`config.mk`:
```
export PLATFORM = sky130hd
export DESIGN_NAME = mmio_uart_tx
export DESIGN_NICKNAME = d
export VERILOG_FILES = /design/src/rtl/mmio_uart_tx.sv
export SDC_FILE = /design/constraint.sdc
export NUM_CORES = 1
export LEC_CHECK = 0
export ABC_CLOCK_PERIOD_IN_PS = 3000
export CAP_MARGIN = 20
export CORE_MARGIN = 8
export CORE_UTILIZATION = 40
export DETAILED_ROUTE_END_ITERATION = 8
export HOLD_SLACK_MARGIN = 0.08
export PLACE_DENSITY = 0.75
export SYNTH_ARGS = -nofsm -noshare
export SYNTH_HDL_FRONTEND = slang
export SYNTH_SLANG_ARGS = --single-unit
```
`constraint.sdc`:
```
create_clock -name clk -period 3 [get_ports clk]
set_clock_uncertainty 0.2 [all_clocks]
set_input_delay 0.45 -clock clk [delete_from_list [all_inputs] [get_ports clk]]
set_output_delay 0.45 -clock clk [all_outputs]
set_load 0.01 [all_outputs]
```
`src/rtl/mmio_uart_tx.sv`:
```
// Memory-mapped UART transmitter: a small byte FIFO drained by an 8N1 serialiser,
// with STATUS and baud-divisor registers on the CPU's word-addressed bus.
module mmio_uart_tx #(
    parameter logic [29:0] BASE        = 30'h3FFF_FFF0,
    parameter int          DEPTH       = 4,
    parameter logic [15:0] DEFAULT_DIV = 16'd434
) (
    input  logic        clk,
    input  logic        rst_n,
    input  logic [29:0] addr,
    input  logic [31:0] wdata,
    input  logic        we,
    input  logic        re,
    output logic [31:0] rdata,
    output logic        txd,
    output logic        irq_empty
);

    localparam int AW = $clog2(DEPTH);

    typedef enum logic [1:0] {
        IDLE,
        START,
        DATA,
        STOP
    } state_t;

    localparam logic [1:0] OFF_TXDATA = 2'd0;
    localparam logic [1:0] OFF_STATUS = 2'd1;
    localparam logic [1:0] OFF_DIV    = 2'd2;

    logic        sel;
    logic [1:0]  offset;
    logic [7:0]  mem [DEPTH];
    logic [AW:0] wr_ptr, rd_ptr;
    logic        empty, full, busy;
    logic        push_req, push, pop, ovf_set, ovf_clr;
    logic        overflow;
    logic [15:0] divisor;
    logic [31:0] reg_val;

    state_t      state, state_next;
    logic [15:0] bit_cnt, cnt_next;
    logic [15:0] bit_div, div_next;
    logic [2:0]  bit_idx, idx_next;
    logic [7:0]  shift_reg, shift_next;
    logic        txd_next;
    logic        bit_end;

    logic        unused_wdata;
    assign unused_wdata = ^wdata[31:16];

    assign sel    = (addr[29:2] == BASE[29:2]);
    assign offset = addr[1:0];

    assign empty = (wr_ptr == rd_ptr);
    assign full  = (wr_ptr[AW] != rd_ptr[AW]) && (wr_ptr[AW-1:0] == rd_ptr[AW-1:0]);
    assign busy  = (state != IDLE);

    // The serialiser pops whenever it is idle; a push while full survives only if that pop frees a slot.
    assign pop      = (state == IDLE) && !empty;
    assign push_req = we && sel && (offset == OFF_TXDATA);
    assign push     = push_req && (!full || pop);
    assign ovf_set  = push_req && full && !pop;
    assign ovf_clr  = we && sel && (offset == OFF_STATUS) && wdata[3];

    always_comb begin
        reg_val = 32'd0;
        case (offset)
            OFF_STATUS: reg_val = {28'd0, overflow, busy, full, empty};
            OFF_DIV:    reg_val = {16'd0, divisor};
            default:    reg_val = 32'd0;
        endcase
    end

    // NOTE: sequential state is assigned with <= so every register samples pre-edge values.
    always_ff @(posedge clk or negedge rst_n) begin
        if (!rst_n) begin
            wr_ptr    <= '0;
            rd_ptr    <= '0;
            overflow  <= 1'b0;
            divisor   <= DEFAULT_DIV;
            rdata     <= 32'd0;
            irq_empty <= 1'b1;
        end else begin
            if (push)
                wr_ptr <= wr_ptr + 1'b1;
            if (pop)
                rd_ptr <= rd_ptr + 1'b1;
            if (ovf_set)
                overflow <= 1'b1;
            else if (ovf_clr)
                overflow <= 1'b0;
            if (we && sel && (offset == OFF_DIV))
                divisor <= (wdata[15:0] == 16'd0) ? 16'd1 : wdata[15:0];
            rdata     <= (re && sel) ? reg_val : 32'd0;
            irq_empty <= empty && !busy;
        end
    end

    // NOTE: the FIFO storage has no reset; the pointers alone define which entries are valid.
    always_ff @(posedge clk) begin
        if (push)
            mem[wr_ptr[AW-1:0]] <= wdata[7:0];
    end

    assign bit_end = (bit_cnt == bit_div - 16'd1);

    // NOTE: every output of this block gets a default first, so no path can infer a latch.
    always_comb begin
        state_next = state;
        cnt_next   = bit_cnt;
        div_next   = bit_div;
        idx_next   = bit_idx;
        shift_next = shift_reg;
        txd_next   = txd;
        case (state)
            IDLE: begin
                txd_next = 1'b1;
                if (!empty) begin
                    state_next = START;
                    shift_next = mem[rd_ptr[AW-1:0]];
                    div_next   = divisor;
                    cnt_next   = 16'd0;
                    txd_next   = 1'b0;
                end
            end
            START: begin
                if (bit_end) begin
                    state_next = DATA;
                    cnt_next   = 16'd0;
                    idx_next   = 3'd0;
                    txd_next   = shift_reg[0];
                    shift_next = {1'b0, shift_reg[7:1]};
                end else begin
                    cnt_next = bit_cnt + 16'd1;
                end
            end
            DATA: begin
                if (bit_end) begin
                    cnt_next = 16'd0;
                    if (bit_idx == 3'd7) begin
                        state_next = STOP;
                        txd_next   = 1'b1;
                    end else begin
                        idx_next   = bit_idx + 3'd1;
                        txd_next   = shift_reg[0];
                        shift_next = {1'b0, shift_reg[7:1]};
                    end
                end else begin
                    cnt_next = bit_cnt + 16'd1;
                end
            end
            STOP: begin
                if (bit_end) begin
                    state_next = IDLE;
                    cnt_next   = 16'd0;
                end else begin
                    cnt_next = bit_cnt + 16'd1;
                end
            end
            default: state_next = IDLE;
        endcase
    end

    always_ff @(posedge clk or negedge rst_n) begin
        if (!rst_n) begin
            state     <= IDLE;
            bit_cnt   <= 16'd0;
            bit_div   <= DEFAULT_DIV;
            bit_idx   <= 3'd0;
            shift_reg <= 8'd0;
            txd       <= 1'b1;
        end else begin
            state     <= state_next;
            bit_cnt   <= cnt_next;
            bit_div   <= div_next;
            bit_idx   <= idx_next;
            shift_reg <= shift_next;
            txd       <= txd_next;
        end
    end

endmodule

```
# Word level (Yosys, flattened, before mapping)
# Memory sizes are Yosys's and may differ from the RTL's.
# Index checks and enable logic that the tools add are counted.
[word_totals]
elab_cells = 96
reg_bits = 102
output_inout_bits = 34
inputBits = 66
mem_bits_rw = 32
mem_count = 1
[classes]
eq_ne = 17
muxes = 30
bitwise_logic = 1
n_reduce_logical = 30
addsub = 5
[mem_list]
columns = ["name", "words", "width", "read_ports", "rd_ports_with_merged_regs", "wr", "line_no", "rtl"]
rows = [
  ["mem", 4, 8, 1, 0, 1, "34", "logic [7:0] mem [DEPTH];"],
]
[ops]
columns = ["op", "n"]
rows = [
  ["one-hot mux 16 bit (2 select lines)", 2],
  ["two-way mux 16 bit", 3],
  ["two-way mux 32 bit", 1],
  ["two-way mux 8 bit", 4],
  ["equality test 28 bit (second input constant)", 1],
  ["one-hot mux 8 bit (3 select lines)", 1],
  ["adder 16 x 1 -> 16 bit (second input constant)", 1],
  ["equality test 16 bit", 1],
  ["zero test 16 bit", 1],
  ["subtractor 16 x 1 -> 16 bit (second input constant)", 1],
  ["logical AND 1 bit", 12],
  ["!= test 2 bit (second input constant)", 6],
  ["two-way mux 2 bit", 5],
  ["AND reduction 5 bit", 2],
  ["adder 3 x 1 -> 3 bit (second input constant)", 3],
  ["two-way mux 3 bit", 3],
  ["two-way mux 1 bit", 8],
  ["one-hot mux 2 bit (4 select lines)", 1],
  ["equality test 2 bit (second input constant)", 3],
  ["one-hot mux 3 bit (2 select lines)", 1],
  ["nonzero test 2 bit", 3],
  ["equality test 2 x 1 -> 1 bit (second input constant)", 2],
  ["zero test 1 bit", 4],
  ["zero test 2 bit", 2],
  ["other kinds (12)", 12],
]

# Logic depth before layout (Yosys ltp)
# Gate-level depths: netlist (run 1).
[logic_depth]
depth_word = 7
mapped_depth = 12
mapped_depth_nobuf = 10

# Worst setup path after synthesis (run 1)
# Ideal clock, no wire load.
[synth_path]
path_kind = "register to register"
from = "reg bit_div[0]"
to = "reg shift_reg[0]"
setup_slack_ps = -260
path_buffers = 1
setup_ps = 125
path_stages_with_launch = 12
required_time_ps = 2675
arrival_ps = 2935
synth_period_minus_slack_ps = 3260
path_cell_list = "dfrtp_1 -> inv_1 -> ha_1 -> or4b_1 -> buf_2 -> or4_1 -> a211o_1 -> nand3_2 -> nand4_1 -> nor3_2 -> o21ai_4 -> mux2_4"
[synth_between]
elab_chain_len = 4
word_cells_on_any_way = 5
cone_classes = "1 x add/sub; 3 x eq/ne; 1 x reduce/logical"
[synth_lines]
columns = ["item", "line_no", "rtl"]
rows = [
  ["from (decl)", "44", "logic [15:0] bit_div, div_next;"],
  ["from (signal assigned)", "177", "bit_div <= div_next;"],
  ["subtractor 16 x 1 -> 16 bit *", "107", "assign bit_end = (bit_cnt == bit_div - 16'd1);"],
  ["equality test 16 bit *", "107", ""],
  ["!= test 2 bit (no line)", "-", ""],
  ["AND reduction 5 bit (no line) *", "-", ""],
  ["to (signal assigned)", "179", "shift_reg <= shift_next;"],
  ["to (decl)", "46", "logic [7:0] shift_reg, shift_next;"],
]
# Mark *: on every way between the ends. The rest lies on a longest branch, timed or not.
# A chain may end at the register's enable or synchronous reset.

# Worst setup path after layout (run 1)
[layout_path]
from = "reg bit_div[6]"
to = "reg shift_reg[0]"
# The elaborated chain is that of the path after synthesis.

==> impl_metrics.tcl, run 1 <==
set metrics [dict create \
    status "complete, but fails checks" \
    violations "setup timing" \
    synth_flop_cell "dfrtp_1" \
    reg2reg_from "bit_div[6]" \
    r2r_slack_ns -0.19 \
    final.setup.worst_slack_ns -0.1885 \
    cp_slowest_cell "or4_4" \
    slew_violations 0 \
    synth_area_um2 5958 \
    cp.depth 10 \
    post_drt_via_cell_ratio 5.265 \
    cts_root_buf "clkbuf_16" \
    cp-start-kind "flop" \
    row_count 44 \
    via_count 4554 \
    post-route-drc-count 0 \
    grt_max_degree 87 \
    drt-initial-drc-count 198 \
    grt_overflow 0 \
    io_pins 100 \
    hpwl_mm 10.04 \
    die_y_um 138.0 \
    cts_buffers 17 \
    path_cells "or4_4 > buf_6 > nor4_4 > xnor2_1 > a211oi_1 > buf_4 > nor2_2 > nor3_4 > o21ai_4 > mux2_4" \
    max_cap_violations 0 \
    synth_top_area_share_pct 31.08 \
    cp.arrival_ns 3.28 \
    wl_per_cell_um 16.86 \
    min_period_over_period_pct 106.3 \
    grt_pass1_vias 4824 \
    yosysTopAreaCell "dfrtp_1" \
    fin_util_pct 55.93 \
    hold_path.class "flop to flop" \
    track_usage_pct 15.24 \
    nets 751 \
    nFillCells 1133 \
    yosysMostFrequentCell "dfrtp_1" \
    post-place-ws_ns -0.2863 \
    synth_edf_count 32 \
    max_freq_mhz 313.6 \
    drtAntennaViolNets 0 \
    r2r_cells 10 \
    drive_gt1_share_pct 28.05 \
    largest_reg_flops 32 \
    area_growth_pct 36.43 \
    yosysWarnings 0 \
    dr.pass1.iters 4 \
    cts_tree "yes" \
    worst-path-buf-inv 2 \
    fp.dieArea_um2 19060 \
    port_buffers 67 \
    ys_seq_area_share_pct 52.50 \
    clock_latency_ns 0.41 \
    grt_pass1_wl_mm 23.91 \
    die_w_um 138.0 \
    synth_common_cells "dfrtp_1, nand2_1, nor2_1, o21ai_0, inv_1" \
    fin_crit_ns 3.188 \
    rsz0062_at_grt "true" \
    yosys-top-cells-area "dfrtp_1, edfxtp_1, dfstp_2" \
    ys_ff_latch 118 \
    cts.path.max_buffers 2 \
    clk_pin_slew_ns 0.05 \
    power.leakage_nw 3.652 \
    end_kind "flop" \
    start_util_pct 41.00 \
    p_per_area_nw_per_um2 520.7 \
    antenna_found_initial 0 \
    multiInputGateArea_um2 2770 \
    worstSetupEndpoint "shift_reg[0]" \
    crit_type "flop to flop" \
    worst_ep_required_time_ns 3.09 \
    r2r_end "shift_reg[0]" \
    postSynthCellCount 535 \
    crit_fanout 8 \
    gp_congestion 0.8555 \
    seq_area_um2 3128 \
    coreArea_um2 14530 \
    setup_viol 22 \
    synthDistinctLibCells 65 \
    h-tree-depth 4 \
    async_flop_share_pct 72.88 \
    wl_mm 14.58 \
    ir_drop_uv 299.5 \
    syn_avg_cell_area_um2 11.14 \
    timing.final.hold_violations 0 \
    diodes 0 \
    crit_start "bit_div[6]" \
    clkSinkCount 118 \
    max_stage_delay_ns 0.56 \
    cp_top_family "simple AND/OR/NAND/NOR gates" \
]
[cell families after synthesis]
kind of cell             share of synthesized area [%]
AND/OR/NAND/NOR                                  15.81
buffers and inverters                            5.565
multiplexers                                     8.526
XOR/XNOR                                         3.822
adder cells (fa/ha/maj)                          3.570
other                                          0.06294
flip-flops                                       52.50
AO/OA/AOI/OAI                                    10.14
[report_power, final]
part / internal [mW] / switching (mW)
combinational: 0.230 / 0.239
clock: 1.35 / 0.735
sequential: 1.67 / 0.00721
[worst min path at each step]
| stage | startpoint | end | slack, ns | depth (start not counted) |
|---|---|---|---|---|
| after floorplan | rst_n | bit_cnt[0] | -0.05 | 0 |
| after global placement | rd_ptr[2] | rd_ptr[2] | 0.28 | 1 |
| after detailed placement | divisor[8] | rdata[8] | 0.29 | 2 |
| after CTS | rst_n | bit_div[2] | 0.08 | 1 |
| after global routing | divisor[4] | rdata[4] | 0.31 | 2 |
| final | divisor[4] | rdata[4] | 0.29 | 2 |
[metal layers]
layer  vias up  global-route usage (%)  part of all wire, %
met5         -                       0                    0
met4         0                   6.579                  1.7
met3        20                   4.247                  5.7
met2       147                   25.47                   50
met1      2254                   17.96                   42
li1       2133                       -                    -
[cell usage in the layout, fill, tap and decap left out, types with 10 or more instances in the layout]
cell type,n
a21o_1,10
and3_1,12
dfrtp_1,74
inv_1,32
dfstp_2,12
clkdlybuf4s50_1,66
nor3_1,10
o21ai_0,23
conb_1,16
edfxtp_1,32
ha_1,16
nor2_1,34
xnor2_1,16
buf_4,52
xor2_1,10
mux2_2,16
clkbuf_16,17
nand4_1,12
nand2_1,60
o21ai_2,10
[through the flow]
step	instances	TNS [ns]	cell area [µm²]	total power, mW	hold WS [ns]
floorplan	550	-1.019	6046	1.949	-0.04559
global placement	820	-1.962	7143	2.100	0.2766
detailed placement	820	-3.477	7143	2.112	0.2872
CTS	863	-2.399	8015	4.246	0.08045
global route	865	-4.653	8129	4.362	0.3094
finish	865	-2.111	8129	4.233	0.2944
[worst register-to-register path, stage by stage (launching register included)]
cell,delay [ns]
dfrtp_1,0.39
or4_4,0.56
buf_6,0.14
nor4_4,0.30
xnor2_1,0.16
a211oi_1,0.09
buf_4,0.16
nor2_2,0.27
nor3_4,0.09
o21ai_4,0.35
mux2_4,0.34
[final cells by class]
type	count	area share (%)
Clock buffer	21	5.664
Clock inverter	11	1.801
Inverter	34	1.570
Multi-Input combinational cell	365	34.08
Sequential cell	118	38.48
Tap cell	184	2.832
Timing Repair Buffer	132	15.58
[repair_timing]
item	CTS	global route
pin swaps	32	14
endpoints found under the setup margin	24	29
endpoints found under the hold margin	0	29
gates resized for setup	36	29
buffers inserted	9	3
gates cloned	3	0
hold buffers	0	1
No activity file was read; power rests on OpenSTA's default activity.
==> inputs of run 2 (changes only) <==
--- a/config.mk
+++ b/config.mk
@@ -8,10 +8,10 @@
 export ABC_CLOCK_PERIOD_IN_PS = 3000
 export CAP_MARGIN = 20
 export CORE_MARGIN = 8
-export CORE_UTILIZATION = 40
+export CORE_UTILIZATION = 48
 export DETAILED_ROUTE_END_ITERATION = 8
 export HOLD_SLACK_MARGIN = 0.08
-export PLACE_DENSITY = 0.75
+export PLACE_DENSITY = 0.86
 export SYNTH_ARGS = -nofsm -noshare
 export SYNTH_HDL_FRONTEND = slang
 export SYNTH_SLANG_ARGS = --single-unit
==> run 2 against run 1 <==
The flow still finishes with violations (setup timing). Wire length grew 14%. Maximum frequency shrank 0.17%. Design area shrank 4.0%. Setup slack got worse by 0.0054 ns. Combinational power is 8.7% lower. Global-route usage rose by 5.9 points. Core utilization is 8.7 points higher. Total power shrank 3.3%. First-iteration DRC count is 81% higher. Sequential power hardly changed. Critical endpoint is now shift_reg[3]. Highest routed layer unchanged.
==> impl_metrics.tcl, run 2 (synthesis gave the netlist of run 1 again) <==
set metrics [dict create \
    grt_overflow 0 \
    clk_pin_slew_ns 0.06 \
    cts_tree "yes" \
    cts_buffers 17 \
    final.setup.worst_slack_ns -0.1939 \
    dr.pass1.iters 5 \
    end_kind "flop" \
    netSwitchingPower_mw 1.063 \
    slew_headroom_pct 59.13 \
    worst_ep_required_time_ns 3.10 \
    p_int_mw 3.031 \
    worst_slew_pin_slew_ns 0.6130 \
    fin_util_pct 64.67 \
    drtAntennaViolNets 0 \
    crit_type "flop to flop" \
    grt_max_degree 50 \
    slew_violations 0 \
    hold_path.class "flop to flop" \
    cp.arrival_ns 3.29 \
    row_count 40 \
    p_clk_share_pct 48.6 \
    reg2reg_from "bit_div[0]" \
    r2r_slack_ns -0.19 \
    ir_drop_uv 404.2 \
    start_util_pct 49.40 \
    crit_fanout 8 \
    violations "setup timing" \
    io_pins 100 \
    largest_reg_flops 32 \
    grt_pass1_vias 5082 \
    wl_mm 16.61 \
    final_cell_mix "dfrtp_1, clkdlybuf4s50_1, nand2_1, buf_4, nor2_1" \
    power.leakage_nw 3.494 \
    fp.dieArea_um2 16230 \
    drt-initial-drc-count 359 \
    min_period_over_period_pct 106.5 \
    crit_start "bit_div[0]" \
    r2r_cells 10 \
    clock_latency_ns 0.42 \
    die_w_um 127.4 \
    rsz0062_at_grt "true" \
    combPwrFrac_pct 10.5 \
    cp-start-kind "flop" \
    hpwl_mm 10.52 \
    max_cap_violations 0 \
    timing.final.hold_violations 0 \
    worstSetupEndpoint "shift_reg[3]" \
    grt_pass1_wl_mm 26.75 \
    coreArea_um2 12060 \
    setup_viol 24 \
    die_y_um 127.4 \
    clkSinkCount 118 \
    whs_ns 0.3074 \
    track_usage_pct 21.10 \
    fin_crit_ns 3.194 \
    post_drt_via_cell_ratio 5.758 \
    area_growth_pct 30.91 \
    status "complete, but fails checks" \
    max_freq_mhz 313.1 \
    final_common_cell "dfrtp_1" \
    nets 741 \
    diodes 0 \
    gp_congestion 0.8502 \
    wl_per_cell_um 19.80 \
    r2r_end "shift_reg[3]" \
    p_per_area_nw_per_um2 524.9 \
    post-route-drc-count 0 \
    drive_gt1_share_pct 24.44 \
    p_sw_share_pct 25.97 \
    seqPwrFrac_pct 40.9 \
    port_buffers 67 \
    via_count 4831 \
    cts.path.max_buffers 2 \
    h-tree-depth 4 \
    antenna_found_initial 0 \
    cts_root_buf "clkbuf_16" \
]
==> run 2: changes by cell type in the layout (fill, tap and decap cells not counted), sizes merged <==
cell      previous run  this run
buf                 65        55
bufinv               3         1
clkbuf              21        18
clkinv               2         3
clkinvlp             2         3
inv                 38        41
==> run 2: routing by layer <==
metal | up-vias | GRT usage, % | share of wire, %
met5 | - | 0 | 0
met4 | 0 | 12.60 | 4.9
met3 | 69 | 5.241 | 7.9
met2 | 269 | 36.03 | 49
met1 | 2372 | 23.47 | 38
li1 | 2121 | - | -
==> run 2: timing repair <==
| action | 4_1_cts | 5_1_grt |
|---|---|---|
| gates resized for setup | 11 | 13 |
| pin swaps | 6 | 6 |
| setup endpoints to repair | 24 | 28 |
| setup buffers | 1 | 2 |
| hold endpoints to repair | 38 | 0 |
| hold buffers | 1 | 0 |
==> run 2: metrics by stage <==
stage | power, mW | std cells | area [µm²] | worst slack [ns] | setup TNS (ns)
2_1_floorplan | 1.949 | 550 | 6046 | -0.1425 | -1.019
3_3_place_gp | 2.097 | 803 | 7116 | -0.1698 | -1.452
3_5_place_dp | 2.118 | 803 | 7116 | -0.2811 | -3.965
4_1_cts | 4.091 | 837 | 7742 | -0.1485 | -1.375
5_1_grt | 4.192 | 839 | 7800 | -0.3217 | -6.198
6_report | 4.094 | 839 | 7800 | -0.1939 | -2.917
==> run 2: layout make-up <==
class	instances	area (µm²)
clock inverters	14	142.6
well taps	168	210.2
clock buffers	18	429.2
repair buffers	122	1104
fillers	804	4262
inverters	34	127.6
flip-flops and latches	118	3128
multi-input cells	365	2659
==> run 2: power by group through the flow <==
| stage | combinational [mW] | sequential (mW) | clock (mW) |
|---|---|---|---|
| 6_report | 0.429 | 1.67 | 1.99 |
| 5_1_grt | 0.464 | 1.68 | 2.05 |
| 4_1_cts | 0.423 | 1.68 | 1.99 |
| 3_5_place_dp | 0.413 | 1.70 | 0 |
| 3_3_place_gp | 0.393 | 1.70 | 0 |
| 2_1_floorplan | 0.245 | 1.70 | 0 |
==> run 2: worst min-delay path by stage <==
stage	to	start	cells past startpoint	slack (ns)
after floorplan	bit_cnt[0]	rst_n	0	-0.05
after global placement	rdata[12]	rst_n	1	0.28
after detailed placement	bit_div[13]	rst_n	1	0.29
after CTS	rd_ptr[2]	rd_ptr[2]	1	0.31
after global routing	wr_ptr[2]	wr_ptr[2]	1	0.32
final	rd_ptr[2]	rd_ptr[2]	1	0.31
==> run 2: critical path, cell delays in order, from the launching register on <==
cell	delay [ns]
dfrtp_1	0.38
inv_2	0.08
ha_4	0.12
or4b_4	0.50
or4_4	0.43
a211o_1	0.29
nand3_2	0.09
nand4_1	0.21
nor3_4	0.28
o21ai_4	0.16
mux2_4	0.32
